File: src/rtl/cbus_line_mover.sv
// Cache-line mover: turns one line read/write command into a single CBus burst,
// gathering read beats into rline or streaming a latched write line out.
package cbus_line_mover_pkg;
  typedef enum logic [1:0] {MSIZE1, MSIZE2, MSIZE4, MSIZE8} msize_t;
  typedef enum logic [2:0] {MLEN_1, MLEN_2, MLEN_4, MLEN_8, MLEN_16} mlen_t;

  typedef struct packed {
    logic        valid;
    logic [63:0] addr;
    logic        is_write;
    msize_t      size;
    mlen_t       len;
    logic [7:0]  strobe;
    logic [63:0] data;
  } cbus_req_t;

  typedef struct packed {
    logic        ready;
    logic        last;
    logic [63:0] data;
  } cbus_resp_t;
endpackage

module cbus_line_mover
  import cbus_line_mover_pkg::*;
#(
  parameter int unsigned WORDS_PER_LINE = 4
) (
  input  logic                           clk,
  input  logic                           reset,
  input  logic                           cmd_valid,
  output logic                           cmd_ready,
  input  logic                           cmd_write,
  input  logic [63:0]                    cmd_addr,
  input  logic [WORDS_PER_LINE*64-1:0]   wline,
  output logic [WORDS_PER_LINE*64-1:0]   rline,
  output logic                           done,
  output logic                           err,
  output cbus_req_t                      oreq,
  input  cbus_resp_t                     oresp
);

  localparam int unsigned CNT_W     = $clog2(WORDS_PER_LINE);
  localparam int unsigned OFS_W     = $clog2(WORDS_PER_LINE * 8);
  localparam logic [CNT_W-1:0] LAST_IDX = CNT_W'(WORDS_PER_LINE - 1);
  localparam logic [63:0] ADDR_MASK = ~((64'd1 << OFS_W) - 64'd1);
  localparam mlen_t LINE_LEN = (WORDS_PER_LINE == 2) ? MLEN_2 :
                               (WORDS_PER_LINE == 4) ? MLEN_4 :
                               (WORDS_PER_LINE == 8) ? MLEN_8 : MLEN_16;

  typedef enum logic [1:0] {IDLE, RBURST, WBURST, FIN} state_t;

  state_t           r_state, w_state;
  logic [CNT_W-1:0] r_cnt, w_cnt;
  logic             r_over, w_over;
  logic [63:0]      r_addr, w_addr;
  logic             r_write, w_write;
  logic [63:0]      r_wline [WORDS_PER_LINE];
  logic [63:0]      r_rline [WORDS_PER_LINE];
  logic             r_cmd_ready, r_done, r_err;
  cbus_req_t        r_oreq, w_oreq;
  logic             w_accept, w_beat, w_err;
  logic [63:0]      w_wdata;

  // Next state, beat bookkeeping and the request image for the coming cycle
  always_comb begin
    w_state  = r_state;
    w_cnt    = r_cnt;
    w_over   = r_over;
    w_addr   = r_addr;
    w_write  = r_write;
    w_accept = 1'b0;
    w_beat   = 1'b0;
    w_err    = 1'b0;
    w_wdata  = '0;
    w_oreq   = '0;

    case (r_state)
      IDLE: begin
        if (cmd_valid) begin
          w_accept = 1'b1;
          w_addr   = cmd_addr & ADDR_MASK;
          w_write  = cmd_write;
          w_cnt    = '0;
          w_over   = 1'b0;
          w_state  = cmd_write ? WBURST : RBURST;
        end
      end
      RBURST, WBURST: begin
        if (oresp.ready) begin
          w_beat = 1'b1;
          // Overlong bursts pin the counter on the last word and poison the result
          if (r_cnt == LAST_IDX) begin
            if (!oresp.last) w_over = 1'b1;
          end else begin
            w_cnt = CNT_W'(r_cnt + 1'b1);
          end
          if (oresp.last) begin
            w_state = FIN;
            w_err   = r_over || (r_cnt != LAST_IDX);
          end
        end
      end
      FIN:     w_state = IDLE;
      default: w_state = IDLE;
    endcase

    w_wdata = w_accept ? wline[63:0] : r_wline[w_cnt];

    if (w_state == RBURST || w_state == WBURST) begin
      w_oreq.valid    = 1'b1;
      w_oreq.addr     = w_addr;
      w_oreq.is_write = w_write;
      w_oreq.size     = MSIZE8;
      w_oreq.len      = LINE_LEN;
      if (w_write) begin
        w_oreq.strobe = 8'hFF;
        w_oreq.data   = w_wdata;
      end
    end
  end

  // State and datapath registers; reset wins over everything
  always_ff @(posedge clk) begin
    if (!reset) begin
      r_state     <= IDLE;
      r_cnt       <= '0;
      r_over      <= 1'b0;
      r_addr      <= '0;
      r_write     <= 1'b0;
      r_cmd_ready <= 1'b1;
      r_done      <= 1'b0;
      r_err       <= 1'b0;
      r_oreq      <= '0;
      for (int i = 0; i < int'(WORDS_PER_LINE); i++) begin
        r_wline[i] <= '0;
        r_rline[i] <= '0;
      end
    end else begin
      r_state     <= w_state;
      r_cnt       <= w_cnt;
      r_over      <= w_over;
      r_addr      <= w_addr;
      r_write     <= w_write;
      r_cmd_ready <= (w_state == IDLE);
      r_done      <= (w_state == FIN);
      r_err       <= w_err;
      r_oreq      <= w_oreq;
      if (w_accept) begin
        for (int i = 0; i < int'(WORDS_PER_LINE); i++) begin
          r_wline[i] <= wline[i*64 +: 64];
        end
      end
      if (w_beat && (r_state == RBURST) && !r_over) begin
        r_rline[r_cnt] <= oresp.data;
      end
    end
  end

  assign cmd_ready = r_cmd_ready;
  assign done      = r_done;
  assign err       = r_err;
  assign oreq      = r_oreq;

  for (genvar g = 0; g < int'(WORDS_PER_LINE); g++) begin : g_rline
    assign rline[g*64 +: 64] = r_rline[g];
  end

endmodule

File: config.mk
export PLATFORM = sky130hd
export DESIGN_NAME = cbus_line_mover
export DESIGN_NICKNAME = d
export VERILOG_FILES = /design/src/rtl/cbus_line_mover.sv
export SDC_FILE = /design/constraint.sdc
export NUM_CORES = 1
export LEC_CHECK = 0
export CAP_MARGIN = 15
export CORE_AREA = 2 2 309 311
export DETAILED_ROUTE_END_ITERATION = 8
export DIE_AREA = 0 0 311 313
export HOLD_SLACK_MARGIN = 0.1
export REMOVE_ABC_BUFFERS = 1
export SYNTH_ARGS = -nofsm -noshare
export SYNTH_HDL_FRONTEND = slang
export SYNTH_SLANG_ARGS = --single-unit
File: constraint.sdc
create_clock -name clk -period 7.5 [get_ports clk]
set_input_delay 1.125 -clock clk [delete_from_list [all_inputs] [get_ports clk]]
set_output_delay 1.125 -clock clk [all_outputs]
set_load 0.05 [all_outputs]
Yosys cells after proc, flatten, opt, wreduce, memory -nomap -nowiden
Memories as Yosys holds them, arrays and structs flattened.
Cells that the tools add are included.
W data, S select, Z words.
{"block": "totals", "reg_bits": 216, "latch_bits": 0, "ram_bits": 512, "romBits": 0, "inputBits": 390, "output_inout_bits": 402, "wordCells": 87, "mem_count": 2}
{"block": "op_classes", "add_sub_neg": 1, "mul": 0, "div": 0, "order_cmp": 0, "n_eq_ne": 12, "n_shift": 0, "n_mux": 39, "n_bitwise": 4, "reduce_logical": 14}
{"memory": "r_rline", "words": 4, "width": 64, "read_ports": 4, "rd_clocked_by_memory_dff": 0, "write_ports": 4, "line_no": "59", "rtl": "logic [63:0] r_rline [WORDS_PER_LINE];"}
{"memory": "r_wline", "words": 4, "width": 64, "read_ports": 1, "rd_clocked_by_memory_dff": 0, "write_ports": 4, "line_no": "58", "rtl": "logic [63:0] r_wline [WORDS_PER_LINE];"}
{"cell": "$mux W64", "count": 8}
{"cell": "$mux W143", "count": 1}
{"cell": "$mux W72", "count": 1}
{"cell": "$reduce_or A64 Y1", "count": 1}
{"cell": "$mux W1", "count": 18}
{"cell": "$mux W2", "count": 8}
{"cell": "$eq A2 B2 Y1 const B", "count": 5}
{"cell": "$ne A2 B2 Y1 const B", "count": 5}
{"cell": "$pmux W2 S3", "count": 1}
{"cell": "$reduce_and A5 Y1", "count": 1}
{"cell": "$eq A2 B1 Y1 const B", "count": 2}
{"cell": "$logic_not A2 Y1", "count": 2}
{"cell": "$or A1 B1 Y1", "count": 4}
{"cell": "$pmux W2 S2", "count": 1}
{"cell": "$reduce_and A4 Y1", "count": 1}
{"cell": "$reduce_and A3 Y1", "count": 1}
{"cell": "$add A2 B1 Y2 const B", "count": 1}
{"cell": "$logic_and A1 B1 Y1", "count": 2}
{"cell": "$logic_or A1 B1 Y1", "count": 2}
{"cell": "$pmux W1 S2", "count": 1}
{"cell": "$reduce_and A2 Y1", "count": 1}
{"cell": "$reduce_bool A2 Y1", "count": 1}
{"cell": "$reduce_or A2 Y1", "count": 1}
{"cell": "$logic_not A1 Y1", "count": 1}

Depth between registers and ports, before layout
{"block": "logic_depth", "ltp_word": 10, "depth_mapped": 16, "depth_no_buf": 12}

Worst setup path after synthesis
OpenSTA, ideal clock, no wires.
{"block": "synth_path", "path_kind": "input to register", "from": "input cmd_valid", "to": "memory r_wline[0][0], enable pin", "setup_ns": 1.965, "arrival_time_ns": 6.199, "t_required_ns": 5.535, "setup_slack_ns": -0.663, "path_stages": 6, "n_path_buf": 4, "path_cell_list": "buf_2 nand2_2 buf_2 buf_2 clkbuf_1 nand2_1"}
{"item": "from (decl)", "line_no": "31", "rtl": "input logic cmd_valid,"}
{"item": "to (decl)", "line_no": "58"}

Worst setup path after layout
{"block": "layout_path", "from": "input oresp[65] (netlist bit)", "to": "register r_oreq, in the netlist oreq[18]"}
{"block": "layout_between", "elab_chain_cells": 5, "word_cells_on_any_way": 10, "classes_between": "eq/ne (2); mux (5); reduce/logical (2); memory (1)"}
{"item": "from (decl)", "line_no": "40", "rtl": "input cbus_resp_t oresp"}
{"item": "$mux W2 (*)", "line_no": "90", "rtl": "if (oresp.ready) begin"}
{"item": "$pmux W2 S3 (*)", "line_no": "78", "rtl": "case (r_state)"}
{"item": "named net w_state[0]", "line_no": "53", "rtl": "state_t r_state, w_state;"}
{"item": "$eq A2 B1 Y1 / $eq A2 B2 Y1 (equally long branches)", "line_no": "110", "rtl": "if (w_state == RBURST || w_state == WBURST) begin"}
{"item": "$logic_or A1 B1 Y1 (*)", "line_no": "110"}
{"item": "$reduce_and A3 Y1 (no line) (*)"}
{"item": "to (signal assigned)", "line_no": "148", "rtl": "r_oreq <= w_oreq;"}
{"item": "to (decl)", "line_no": "61", "rtl": "cbus_req_t r_oreq, w_oreq;"}
Mark *: on every way through the listed nets, which the timed path passes. The rest lies on a longest branch.
A chain may end at the register's enable or synchronous reset.

==> results.ini <==
[place]
place_inst = 4005
place_ws_ns = 2.224
gp_congestion = 0.8361
hpwl_mm = 65.94
place_area_mm2 = 0.03722
port_buffers = 784

[power_and_ir_drop]
powerDensity_mw_per_mm2 = 269.8
leakage_nw = 14.36
power_frac_comb_pct = 18.2
p_clk_share_pct = 37.8
swShare_pct = 28.58
intPower_mw = 7.717
peakVddDrop_uv = 187.7
p_sw_mw = 3.088
seq_power_share_pct = 43.9

[cts]
post_cts_buffers = 0
cts_tree = yes
h-tree-depth = 3
cts_resized = 0
clk_pin_slew_worst_paths_ns = 0.06
insertion_delay_ns = 0.65
numCtsBuffers = 81
ctsHoldBuffers = 0
clock_sinks = 715
cts_root_buf = clkbuf_16
clockBufferDepth = 3

[synth]
synth-edff-count = 512
ys_warn_count = 0
synth_flop_cell = edfxtp_1
synthCells = 2118
syn_avg_cell_area_um2 = 13.31
muxShareOfSynthArea_pct = 2.312
yosysTopAreaCell = edfxtp_1
synth-xor-area-share_pct = 0
synth_common_cells = and2_1, edfxtp_1, dfxtp_1
synth_top_family_by_area = simple AND/OR/NAND/NOR gates
synthSimpleGateAreaFrac_pct = 17.87
synthTopCellsByArea = edfxtp_1, dfxtp_1, and2_1, mux2i_1, a221oi_1
yosysUniqueCellTypes = 43
synth_top_area_share_pct = 54.53
ys_ff_latch = 715
synthAdderAreaFrac_pct = 0.2219
synth_compound_area_share_pct = 7.597
ys_seq_area_share_pct = 68.94
yosys.cell_count.top_type = and2_1
postSynth.asyncResetShare_pct = 0
netlist_area_mm2 = 0.02820

[sta]
slew_viol_final = 0
rsz0062_at_grt = false
fmax_mhz = 215.4
hold_violations = 0
fin_setup_tns_ns = 0
layout_setup_ws_ns = 2.857
finClkSkew_ns = 0.02329
max_slew_margin_pct = 27.33
finalSetupViolations = 0
post-route-period-util_pct = 61.90
tightest_slew_ns = 1.090
fin_crit_ns = 4.643

[floorplan]
initial_core_util_pct = 29.94
pin_count = 792
die-area_mm2 = 0.09734
core_mm2 = 0.09416
die_w_um = 311
die_y_um = 313
num_rows = 113

[job]
drv_cap = 0

[detailed_routing]
wl_per_cell_um = 23.55
drt_iter0_markers = 1351
ant_nets = 0
drc = 0
viasPerCell = 4.747
vias = 19840
firstDrtPassIters = 6
drt-total-wl_mm = 98.41

[status]
status = completed

[setup_path]
crit_fanout = 52
arrival_ns = 5.20
worst_setup_path_end_kind = register
r2r-start = r_state[0]$_SDFF_PN0_
critPathKind = input pin to register
required_ns = 8.05
startpoint_type = input pin
startpoint = oresp[65]

[global_route]
antenna_found_initial = 34
grt-ovfl-total = 0
track_usage_pct = 19.48
grt_max_degree = 120
grt_pass1_wl_mm = 138.7
grt_pass1_vias = 19380

[layout]
drive_gt1_share_pct = 6.607
final_cells = 4179
fin_area_mm2 = 0.04005
num-nets-final = 3219
fillers = 8814
finish.utilization_pct = 42.54
areaGrowthSynthToFinish_pct = 42.05

[min_path]
hp-class = register to register
min-delay-start = r_addr[3]$_SDFF_PN0_

==> registers in the layout, indices dropped and copies added, names as in the netlist <==
signal / count
r_rline: 256
cmd_ready: 1
r_write: 1
oreq: 130
err: 1
r_addr: 64
r_wline: 256
r_cnt: 2
done: 1
r_state: 2
r_over: 1
==> worst max-delay path, stage by stage <==
cell	delay (ns)
clkdlybuf4s50_1	0.64
and2_1	0.23
o21ai_0	0.09
o21ai_0	0.28
inv_1	0.08
ha_2	0.33
and2_2	0.15
buf_4	0.49
and3_4	0.34
a21boi_4	0.55
buf_12	0.37
a41oi_1	0.27
o211ai_1	0.19
==> power by group through the flow <==
stage	combinational (mW)	clock (mW)	sequential, mW
2_1_floorplan	0.592	0	5.34
3_3_place_gp	1.99	0	4.82
3_5_place_dp	2.00	0	4.83
4_1_cts	2.01	4.19	4.75
5_1_grt	2.09	4.34	4.78
6_report	1.97	4.09	4.75
==> cell families (layout without fill, tap and decap cells) <==
| family | count (synthesis) | count (layout) |
|---|---|---|
| multiplexers | 65 | 65 |
| buffers and inverters | 203 | 975 |
| adder cells (fa/ha/maj) | 5 | 5 |
| flip-flops | 715 | 715 |
| other | 1 | 25 |
| AND/OR/NAND/NOR | 867 | 867 |
| AO/OA/AOI/OAI | 262 | 262 |
==> per-layer routing <==
metal / global-route usage, % / vias to the layer above / wire length, um
met2: 32.47 / 792 / 48240
li1: - / 9151 / -
met5: 0 / - / 140
met1: 22.54 / 9681 / 37430
met3: 5.968 / 190 / 8042
met4: 10.34 / 22 / 4554
==> worst paths after layout <==
path / to / slack (ns) / cells past startpoint
hold / removal: oreq[81]$_SDFF_PN0_ / 0.46 / 1
setup / recovery: oreq[18]$_SDFF_PN0_ / 2.86 / 13
hold reg to reg: oreq[81]$_SDFF_PN0_ / 0.46 / 1
setup reg to reg: oreq[18]$_SDFF_PN0_ / 3.32 / 14
==> layout make-up <==
class,count,area (um2),area share [%]
clock buffer,107,2256,5.632
inverter,4,15.01,0.03748
multi-input combinational,1201,8031,20.05
clock inverter,43,496.7,1.240
timing repair buffer,821,8175,20.41
antenna,23,57.56,0.1437
sequential,715,19440,48.53
tap,1265,1583,3.952
==> metrics by stage <==
stage / power, mW / hold WS [ns]
final: 10.80 / 0.4624
after floorplan: 5.936 / 0.4439
after detailed placement: 6.827 / 0.4599
after global placement: 6.812 / 0.4546
after global routing: 11.20 / 0.4844
after CTS: 10.94 / 0.4684
==> cell usage in the layout (no fill, tap or decap), types with 4 or more instances in the layout <==
cell and n:
a21boi_0 61, a221oi_1 62, a41oi_1 62, and2_1 513, and3_1 74, buf_4 34, bufinv_16 9, clkbuf_1 14
clkbuf_16 82, clkbuf_8 11, clkdlybuf4s50_1 782, clkinv_1 10, clkinv_2 11, clkinvlp_4 6, dfxtp_1 202, diode_2 23
edfxtp_1 512, inv_1 4, mux2i_1 64, nand2_1 127, nand3_1 61, nand4_1 65, o211ai_1 62
(Power assumes the default switching activity.)
